===== config.mk =====
export PLATFORM = sky130hd
export DESIGN_NAME = uart_rx_fifo
export DESIGN_NICKNAME = d
export VERILOG_FILES = /design/src/rtl/uart_rx_fifo.sv
export SDC_FILE = /design/constraint.sdc
export NUM_CORES = 1
export LEC_CHECK = 0
export ABC_AREA = 1
export BUFFER_PORTS_ARGS = -buffer_cell sky130_fd_sc_hd__buf_4
export CAP_MARGIN = 20
export CORE_ASPECT_RATIO = 0.8
export CORE_MARGIN = 2
export CORE_UTILIZATION = 55
export DETAILED_ROUTE_END_ITERATION = 10
export MAX_ROUTING_LAYER = met4
export PLACE_DENSITY = 0.73
export SLEW_MARGIN = 10
export SYNTH_ARGS = -nofsm -noshare
export SYNTH_HDL_FRONTEND = slang
export SYNTH_SLANG_ARGS = --single-unit

===== constraint.sdc =====
create_clock -name i_clk -period 2.7 [get_ports i_clk]
set_input_delay 0.135 -clock i_clk [delete_from_list [all_inputs] [get_ports i_clk]]
set_output_delay 0.135 -clock i_clk [all_outputs]
set_load 0.01 [all_outputs]

===== src/rtl/uart_rx_fifo.sv =====
// 8N1 serial receiver with a small output FIFO and a valid/ready interface.
// Reports framing errors (low stop bit) and overruns (byte arriving while full).
module uart_rx_fifo #(
  parameter int BAUD_DIV = 416,
  parameter int DEPTH    = 4
) (
  input  logic       i_clk,
  input  logic       i_rst_n,
  input  logic       i_rx,
  output logic       o_valid,
  output logic [7:0] o_data,
  input  logic       i_ready,
  output logic       o_frame_err,
  output logic       o_overrun,
  output logic       o_busy
);

  localparam int CNT_W = $clog2(BAUD_DIV);
  localparam int AW    = $clog2(DEPTH);
  localparam logic [CNT_W-1:0] HALF_M1 = CNT_W'(BAUD_DIV / 2 - 1);
  localparam logic [CNT_W-1:0] FULL_M1 = CNT_W'(BAUD_DIV - 1);

  typedef enum logic [2:0] {S_IDLE, S_START, S_DATA, S_STOP, S_BREAK} state_t;

  state_t           r_state, w_state_nxt;
  logic             r_sync1, r_rx_s, r_rx_prev;
  logic [CNT_W-1:0] r_cnt;
  logic [2:0]       r_bit;
  logic [7:0]       r_shift;
  logic [7:0]       r_mem [DEPTH];
  logic [AW:0]      r_wr, r_rd;
  logic             r_valid, r_ferr, r_ovr;
  logic [7:0]       r_data;

  logic             w_fall, w_tick;
  logic             w_load_half, w_load_full, w_shift, w_push, w_ferr;
  logic             w_full, w_pop, w_wr_en, w_ovr;
  logic [AW:0]      w_wr_nxt, w_rd_nxt;
  logic [7:0]       w_head_nxt;

  // i_rx is asynchronous; r_rx_prev feeds the falling-edge detector
  always_ff @(posedge i_clk or negedge i_rst_n) begin
    if (!i_rst_n) begin
      r_sync1   <= 1'b1;
      r_rx_s    <= 1'b1;
      r_rx_prev <= 1'b1;
    end else begin
      r_sync1   <= i_rx;
      r_rx_s    <= r_sync1;
      r_rx_prev <= r_rx_s;
    end
  end

  assign w_fall = r_rx_prev & ~r_rx_s;
  assign w_tick = (r_cnt == '0);

  always_ff @(posedge i_clk or negedge i_rst_n) begin
    if (!i_rst_n) r_state <= S_IDLE;
    else          r_state <= w_state_nxt;
  end

  always_comb begin
    w_state_nxt = r_state;
    w_load_half = 1'b0;
    w_load_full = 1'b0;
    w_shift     = 1'b0;
    w_push      = 1'b0;
    w_ferr      = 1'b0;
    case (r_state)
      S_IDLE:  if (w_fall) begin
                 w_state_nxt = S_START;
                 w_load_half = 1'b1;
               end
      S_START: if (w_tick) begin
                 if (r_rx_s) w_state_nxt = S_IDLE;
                 else begin
                   w_state_nxt = S_DATA;
                   w_load_full = 1'b1;
                 end
               end
      S_DATA:  if (w_tick) begin
                 w_shift     = 1'b1;
                 w_load_full = 1'b1;
                 if (r_bit == 3'd7) w_state_nxt = S_STOP;
               end
      S_STOP:  if (w_tick) begin
                 if (r_rx_s) begin
                   w_push      = 1'b1;
                   w_state_nxt = S_IDLE;
                 end else begin
                   w_ferr      = 1'b1;
                   w_state_nxt = S_BREAK;
                 end
               end
      S_BREAK: if (r_rx_s) w_state_nxt = S_IDLE;
      default: w_state_nxt = S_IDLE;
    endcase
  end

  // Half-bit load on the start edge puts every later sample mid-bit
  always_ff @(posedge i_clk or negedge i_rst_n) begin
    if (!i_rst_n) begin
      r_cnt <= '0;
      r_bit <= 3'd0;
    end else begin
      if (w_load_half)      r_cnt <= HALF_M1;
      else if (w_load_full) r_cnt <= FULL_M1;
      else if (!w_tick)     r_cnt <= r_cnt - CNT_W'(1);
      if (w_shift)          r_bit <= r_bit + 3'd1;
    end
  end

  always_ff @(posedge i_clk) begin
    if (w_shift) r_shift <= {r_rx_s, r_shift[7:1]};
    if (w_wr_en) r_mem[r_wr[AW-1:0]] <= r_shift;
  end

  assign w_full   = (r_wr[AW] != r_rd[AW]) && (r_wr[AW-1:0] == r_rd[AW-1:0]);
  assign w_pop    = r_valid & i_ready;
  assign w_wr_en  = w_push & (~w_full | w_pop);
  assign w_ovr    = w_push & w_full & ~w_pop;
  assign w_wr_nxt = r_wr + (AW+1)'(w_wr_en);
  assign w_rd_nxt = r_rd + (AW+1)'(w_pop);

  // A byte written this cycle that becomes the head bypasses the memory
  assign w_head_nxt = (w_wr_en && (w_rd_nxt[AW-1:0] == r_wr[AW-1:0]))
                      ? r_shift : r_mem[w_rd_nxt[AW-1:0]];

  always_ff @(posedge i_clk or negedge i_rst_n) begin
    if (!i_rst_n) begin
      r_wr    <= '0;
      r_rd    <= '0;
      r_valid <= 1'b0;
      r_data  <= 8'h00;
      r_ferr  <= 1'b0;
      r_ovr   <= 1'b0;
    end else begin
      r_wr    <= w_wr_nxt;
      r_rd    <= w_rd_nxt;
      r_valid <= (w_wr_nxt != w_rd_nxt);
      if (w_wr_nxt != w_rd_nxt) r_data <= w_head_nxt;
      r_ferr  <= w_ferr;
      r_ovr   <= w_ovr;
    end
  end

  assign o_valid     = r_valid;
  assign o_data      = r_data;
  assign o_frame_err = r_ferr;
  assign o_overrun   = r_ovr;
  assign o_busy      = (r_state != S_IDLE);

endmodule


# Yosys cells after proc, flatten, opt, wreduce, memory -nomap -nowiden
# Memories as Yosys holds them, arrays and structs flattened. A register that Yosys moved wholly into a read port is not among the register bits.
# Index checks and enable logic that the tools add are counted.
# totals
ff_bits	35
latchBits	0
mem_bits_rw	32
mem_bits_ro	0
in_bits	4
output_inout_bits	12
mem_count	1
# memory_table
name	words	width	rd	rd_clocked_by_memory_dff	write_ports	line_no	rtl
r_mem	4	8	1	1	1	30	logic [7:0] r_mem [DEPTH];
# classes
addsub	4
n_mul	0
div_mod_pow	0
n_lt_le_gt_ge	0
eq_ne	15
n_shift	0
n_mux	25
bitwise_logic	9
n_reduce_logical	6
# ops
cell	n
$mux W9	3
$mux W3	7
$pmux W3 S5	1
$mux W1	12
$ne A2 B2 Y1 const B	6
$logic_not A9 Y1	1
$sub A9 B1 Y9 const B	1
$add A3 B1 Y3	2
$eq A3 B2 Y1 const B	2
$eq A3 B3 Y1 const B	2
$reduce_and A6 Y1	1
$and A1 B1 Y1	5
$add A3 B1 Y3 const B	1
$eq A3 B1 Y1 const B	1
$logic_not A3 Y1	1
$ne A3 B1 Y1 const B	1
$ne A3 B3 Y1	1
$not A1 Y1	3
$reduce_bool A3 Y1	1
$eq A2 B2 Y1	1
$mux W2	1
$pmux W1 S2	1
$logic_and A1 B1 Y1	1
$logic_not A1 Y1	1
other kinds (2)	2

# Depth between registers and ports, before layout
# Gate-level depths: netlist (run 1).
# logic_depth
word_depth	7
ltp_mapped	16
mapped_depth_nobuf	16

# Worst setup path after synthesis (run 1)
# Ideal clock, no wire load.
# synth_timing
kind	register to register
start	register r_cnt[0]
end	register r_data[0], in the netlist o_data[0], read port of r_mem
setup_time_ns	0.065
t_arrival_ns	2.401
required_time_ns	2.635
setup_slack_ns	0.234
path_stages_with_launch	17
path_buffers	0
path_cell_list	dfrtp_1 > inv_1 > ha_1 > nand2_1 > nor2_2 > nand3_4 > nor2_8 > inv_4 > a21oi_4 > ha_1 > ha_1 > xor2_1 > nor2_1 > nand2_2 > inv_1 > nand2_1 > nand2_1
# synth_via
elab_chain_cells	6
# synth_rtl
item	line_no	rtl
start: declaration	27	logic [CNT_W-1:0] r_cnt;
start signal: assignment	108	else if (!w_tick) r_cnt <= r_cnt - CNT_W'(1);
$logic_not A9 Y1	55	assign w_tick = (r_cnt == '0);
$mux W1	86	S_STOP: if (w_tick) begin
$mux W1	69	case (r_state)
$and A1 B1 Y1	120	assign w_wr_en = w_push & (~w_full | w_pop);
$add A3 B1 Y3	122	assign w_wr_nxt = r_wr + (AW+1)'(w_wr_en);
net w_wr_nxt[1]	38	logic [AW:0] w_wr_nxt, w_rd_nxt;
$ne A3 B3 Y1	141	if (w_wr_nxt != w_rd_nxt) r_data <= w_head_nxt;
end: declaration	33	logic [7:0] r_data;
# The timed path passes the listed nets, and every way through them passes these cells.
# A chain may end at the register's enable or synchronous reset.

# Worst setup path after layout (run 1)
# layout_timing
start	register r_cnt[0]
end	register r_data[5], in the netlist o_data[5], read port of r_mem
# The elaborated chain is that of the path after synthesis.

==> results of run 1 <==
-- worst max-delay path, cell delays in order, from the launching register on --
cell and delay (ns):
dfrtp_1 0.38, inv_1 0.10, ha_2 0.21, nand2_1 0.07, nor2_2 0.15, nand3_4 0.12
nor2_8 0.11, inv_4 0.04, a21oi_4 0.13, ha_1 0.16, ha_1 0.18, xor2_2 0.22
xnor2_2 0.17, nand2_2 0.14, inv_2 0.14, nand2_1 0.07, nand2_1 0.07
-- timing repair --
item / 4_1_cts / 5_1_grt
gates resized for setup: 0 / 6
endpoints found under the setup margin: 0 / 8
hold endpoints to repair: 33 / 0
buffers inserted: 0 / 0
hold buffers: 2 / 0
-- final cells by class --
cell class,instances,area [µm²]
clock buffer,10,127.6
clock inverter,6,71.32
fill,454,2034
inverter,39,148.9
multi-input combinational,196,1077
sequential,75,2081
tap,81,101.3
timing repair buffer,27,207.7
-- cells in the final DEF (no fill, tap or decap), drive strengths merged, types with 5 or more instances in the layout --
| master | Yosys | layout |
|---|---|---|
| nand2 | 68 | 69 |
| nor2 | 43 | 43 |
| inv | 39 | 42 |
| edfxtp | 40 | 40 |
| dfrtp | 32 | 32 |
| buf | 4 | 25 |
| o21ai | 20 | 20 |
| nand3 | 18 | 18 |
| clkbuf | 0 | 10 |
| nand4 | 9 | 9 |
| o22a | 8 | 8 |
| ha | 7 | 7 |
| a21oi | 6 | 6 |
| xor2 | 5 | 5 |
-- sequential cells by signal (all words and copies together) (netlist names), 3 cells and up --
register / flops
o_data: 8
r_rd: 3
r_bit: 3
r_state: 3
r_wr: 3
r_cnt: 9
r_shift: 8
r_mem: 32
-- metal layers --
layer	track usage	wire length [µm]
met1	0.3317	3226
met2	0.3167	2997
met3	0.06154	410
met4	0.09744	80
met5	-	0
-- power groups by stage --
stage	Sequential [W]	Combinational, W	Clock [W]
after global placement	0.00151	0.00140	0
after floorplan	0.00151	0.000969	0
after global routing	0.00151	0.00169	0.000938
final	0.00149	0.00149	0.000866
after CTS	0.00149	0.00144	0.000887
after detailed placement	0.00151	0.00144	0
-- worst paths after layout --
kind | from | to | slack, ns
setup / recovery | r_cnt[0] | o_data[5] | 0.18
hold reg to reg | r_sync1 | r_rx_s | 0.36
hold / removal | i_rst_n | o_frame_err | 0.27
setup reg to reg | r_cnt[0] | o_data[5] | 0.18
max in group asynchronous | i_rst_n | r_sync1 | 2.09
min in group i_clk | r_sync1 | r_rx_s | 0.36
-- stage by stage --
step / util / hold WS (ns) / cell area [µm²]
2_1_floorplan: - / -0.1606 / 3301
3_3_place_gp: 0.6103 / 0.1120 / 3570
3_5_place_dp: 0.6103 / 0.1192 / 3570
4_1_cts: 0.6477 / 0.2644 / 3789
5_1_grt: 0.6522 / 0.3161 / 3815
6_report: 0.6522 / 0.2708 / 3815
-- synth_stat cells, drive strengths merged (4+ instances only) --
cell type   n
ha          7
o21ai      20
dfrtp      32
nand2      68
edfxtp     40
nand3      18
nand4       9
nor2       43
inv        39
xor2        5
o22a        8
buf         4
a21oi       6
-- cell families after synthesis --
group / Yosys count
flops: 75
compound gates: 40
simple gates: 141
xor+xnor: 7
fa+ha+maj: 7
buf+inv: 43
==> results.toml, run 1 <==
[die]
die_h_um = 73.29
dieArea_mm2 = 0.006641
rows = 25
start_util = 0.5643
io_pins = 16
die_w_um = 90.61
core_area_mm2 = 0.005849

[detailed_routing]
via_count = 2297
drt-initial-drc-count = 167
avgViaCountPerCell = 5.293
drt-total-wl_um = 6715
antenna_left = 0
drt_drc_violations_left = 0
first_pass_iters = 4
routedWlPerCell_um = 15.47

[power]
power.total_w = 0.003840
seqPwrFrac = 0.388
p_comb_frac = 0.387
intPower_w = 0.002378
switching_share = 0.3808
p_leak_nw = 1.713
ir_worst_vdd_mv = 0.3561
power_switching_w = 0.001462
power_frac_clock = 0.225
power_density_mw_per_mm2 = 1007

[cells_and_area]
final_nets = 359
drive_gt1_frac = 0.1983
synthToLayoutAreaGrowth_pct = 15.58
fin_cells = 434
diodes = 0

[global_routing]
grt_pass1_vias = 2146
overflow = 0
grt_pass1_wl_um = 11050
antenna_found_initial = 0
track_usage = 0.2322
grt_max_degree = 36

[yosys]
synth_xor_area_frac = 0.01857
synth_simple_gate_area_share = 0.1945
syn_inst = 313
synth_seq_cells = 75
syn_area_mm2 = 0.003301
synth_top_family_by_area = "simple AND/OR/NAND/NOR gates"
synth_enable_flop_cells = 40
avgSynthCellArea_um2 = 10.55
synth_compound_area_frac = 0.07885
synth_top_area_share = 0.3639
async_flop_share = 0.4667
yosysTopAreaCell = "edfxtp_1"
synth_fa_ha_area_frac = 0.02654
synth_mux_area_frac = 0
ys_types = 29
yosysSeqAreaShare = 0.6304
yosys_warnings = 0
synth.area.top_cells = "edfxtp_1 36%, dfrtp_1 24%, nand2_1 7.3%"
synth_top_flop_cell = "edfxtp_1"
syn-num-nets = 324

[sta]
tns_ns = 0
min_period_ns = 2.522
fin_crit_sh = 0.9342
max_freq_mhz = 396.5
rsz0062_at_grt = "no"
finalSetupViolCount = 0
hold_violations = 0
maxSlewHeadroom = 0.6871
drv_slew = 0
skew_ns = 0.007543
fin_ws_ns = 0.1778
worst_slew_pin_slew_ns = 0.4694

[placed_design]
hpwl_um = 4777
port-buffer-count = 15
dp_slack_ns = 0.09145
place_congestion = 0.8073
dp_cells = 415

[clock_network]
clock_sinks = 75
clock_latency_ns = 0.35
cts_made_buffers = 9
clock-root-buffer = "clkbuf_8"
cts_tree = "built"
htreeDepth = 3
cts.clk_slew.worst_paths_ns = 0.08
cts_buffer_depth = 2

[outcome]
status = "finished clean"

[critical_path]
cp_max_fo = 8
reg2reg_depth = 16
critPathKind = "reg -> reg"
cp-start-kind = "flip-flop"
cp.required_ns = 2.99
critPathArrivalTime_ns = 2.81
end_kind = "flip-flop"

[flow_run]
cap_violations = 0

[min_path]
hp-class = "in -> async"
Note: power is estimated with default switching activity, not from simulation.
==> run 2: changes to the inputs <==
--- a/config.mk
+++ b/config.mk
@@ -8,12 +8,14 @@
 export ABC_AREA = 1
 export BUFFER_PORTS_ARGS = -buffer_cell sky130_fd_sc_hd__buf_4
 export CAP_MARGIN = 20
+export CELL_PAD_IN_SITES_DETAIL_PLACEMENT = 1
+export CELL_PAD_IN_SITES_GLOBAL_PLACEMENT = 2
 export CORE_ASPECT_RATIO = 0.8
 export CORE_MARGIN = 2
-export CORE_UTILIZATION = 55
+export CORE_UTILIZATION = 40
 export DETAILED_ROUTE_END_ITERATION = 10
 export MAX_ROUTING_LAYER = met4
-export PLACE_DENSITY = 0.73
+export PLACE_DENSITY_LB_ADDON = 0.1
 export SLEW_MARGIN = 10
 export SYNTH_ARGS = -nofsm -noshare
 export SYNTH_HDL_FRONTEND = slang
==> results.toml, run 2 (synthesis gave the netlist of run 1 again) <==
[global_routing]
grt_pass1_wl_um = 12430
track_usage = 0.1888
antenna_found_initial = 0
grt_max_degree = 36
overflow = 0
grt_pass1_vias = 2302

[placed_design]
place_congestion = 0.7693
hpwl_um = 5377
port-buffer-count = 15

[critical_path]
crit_end = "o_data[2]"
r2r_start = "r_cnt[0]"
cp-start-kind = "flip-flop"
crit_start = "r_cnt[0]"
critPathArrivalTime_ns = 2.80
slowest_delay_ns = 0.38
r2r_slack_ns = 0.14
reg2reg_depth = 15
worstPathCellList = "inv_1 > ha_2 > nand2_1 > nor2_4 > nand3_4 > nor2_8 > inv_4 > a21oi_4 > ha_1 > ha_1 > xor2_1 > nor2_2 > nand2_2 > nand3_1 > nand2_1"
critPathKind = "reg -> reg"
cp_max_fo = 5
end_kind = "flip-flop"
cp.required_ns = 2.94
timing.rr.end = "o_data[2]"
slowest_stage = "dfrtp_1"

[outcome]
status = "finished clean"

[die]
start_util = 0.4135
io_pins = 16
rows = 29
die_w_um = 105.6
core_area_mm2 = 0.007983
dieArea_mm2 = 0.008999
die_h_um = 85.25

[sta]
min_period_ns = 2.559
max_freq_mhz = 390.8
fin_crit_sh = 0.9477
drv_slew = 0
worst_slew_pin_slew_ns = 0.5223
skew_ns = 0.007170
maxSlewHeadroom = 0.6514
hold_violations = 0
finalSetupViolCount = 0
whs_ns = 0.2776

[clock_network]
htreeDepth = 3
clock_latency_ns = 0.35
cts.clk_slew.worst_paths_ns = 0.08
clock_sinks = 75
cts_buffer_depth = 2
clock-root-buffer = "clkbuf_8"
cts_made_buffers = 9
cts_tree = "built"

[cells_and_area]
postLayoutCoreUtil = 0.4901
most-common-layout-cells = "64 x nand2_1, 40 x edfxtp_1, 38 x nor2_1, 32 x dfrtp_1, 30 x inv_1"
final_nets = 359
drive_gt1_frac = 0.2040
largest_reg_flops = 32
diodes = 0
layout.cells.most_common = "nand2_1"
synthToLayoutAreaGrowth_pct = 18.54

[power]
ir_worst_vdd_mv = 0.4071
p_leak_nw = 1.752
power.total_w = 0.004128
power_density_mw_per_mm2 = 1055

[flow_run]
cap_violations = 0

[detailed_routing]
drt-total-wl_um = 7558
antenna_left = 0
drt_drc_violations_left = 0
routedWlPerCell_um = 16.39
drt-initial-drc-count = 82
via_count = 2295
first_pass_iters = 4
avgViaCountPerCell = 4.978

[min_path]
hp-class = "in -> async"
[run 2: metrics by stage]
step | cells | setup WS (ns) | area (µm²) | setup TNS, ns
after detailed placement | 442 | 0.01133 | 3603 | 0
final | 461 | 0.1411 | 3913 | 0
after global routing | 461 | -0.03149 | 3913 | -0.1059
after floorplan | 313 | 0.2342 | 3301 | 0
after global placement | 442 | 0.1510 | 3603 | 0
after CTS | 460 | 0.01252 | 3864 | 0
[run 2: cell type report]
type | count | area [µm²]
clock buffers | 10 | 127.6
clock inverters | 6 | 112.6
fillers | 881 | 4070
inverters | 39 | 151.4
multi-input cells | 196 | 1097
flip-flops and latches | 75 | 2081
well taps | 108 | 135.1
repair buffers | 27 | 207.7
[run 2: critical path: cells and delay by family, from the launching register on]
| kind | cells | cell delay [ns] |
|---|---|---|
| buffers and inverters | 2 | 0.14 |
| DFF | 1 | 0.38 |
| and+or+nand+nor | 8 | 0.98 |
| adders and majority gates | 3 | 0.65 |
| AOI/OAI and AO/OA | 1 | 0.13 |
| xor gates and xnor gates | 1 | 0.18 |
[run 2: routing by layer]
layer | up-vias | routed length, µm | GRT usage
met4 | 0 | 38 | 0.03947
met2 | 35 | 3131 | 0.2557
met1 | 1130 | 4157 | 0.2789
met5 | - | 0 | -
met3 | 4 | 231 | 0.05760
li1 | 1126 | - | -
[run 2: report_power, final]
part / internal, W / total [W] / switching (W)
clock: 0.000618 / 0.00104 / 0.000423
sequential: 0.00137 / 0.00149 / 0.000130
combinational: 0.000602 / 0.00159 / 0.000990
[run 2: worst min path at each step]
stage                  from        end  cells after the start
detailed placement  i_rst_n   r_cnt[3]                      1
floorplan           i_rst_n  o_data[0]                      0
finish              i_rst_n   r_cnt[7]                      2
global route        i_rst_n   r_cnt[7]                      2
CTS                 i_rst_n   r_cnt[3]                      2
global placement    i_rst_n   r_cnt[3]                      1
[run 2: what timing repair did]
| action | in CTS | in global routing |
|---|---|---|
| setup endpoints to repair | 0 | 8 |
| hold endpoints to repair | 33 | 0 |
| setup buffers | 0 | 0 |
| gates resized for setup | 0 | 11 |
| hold buffers | 2 | 0 |
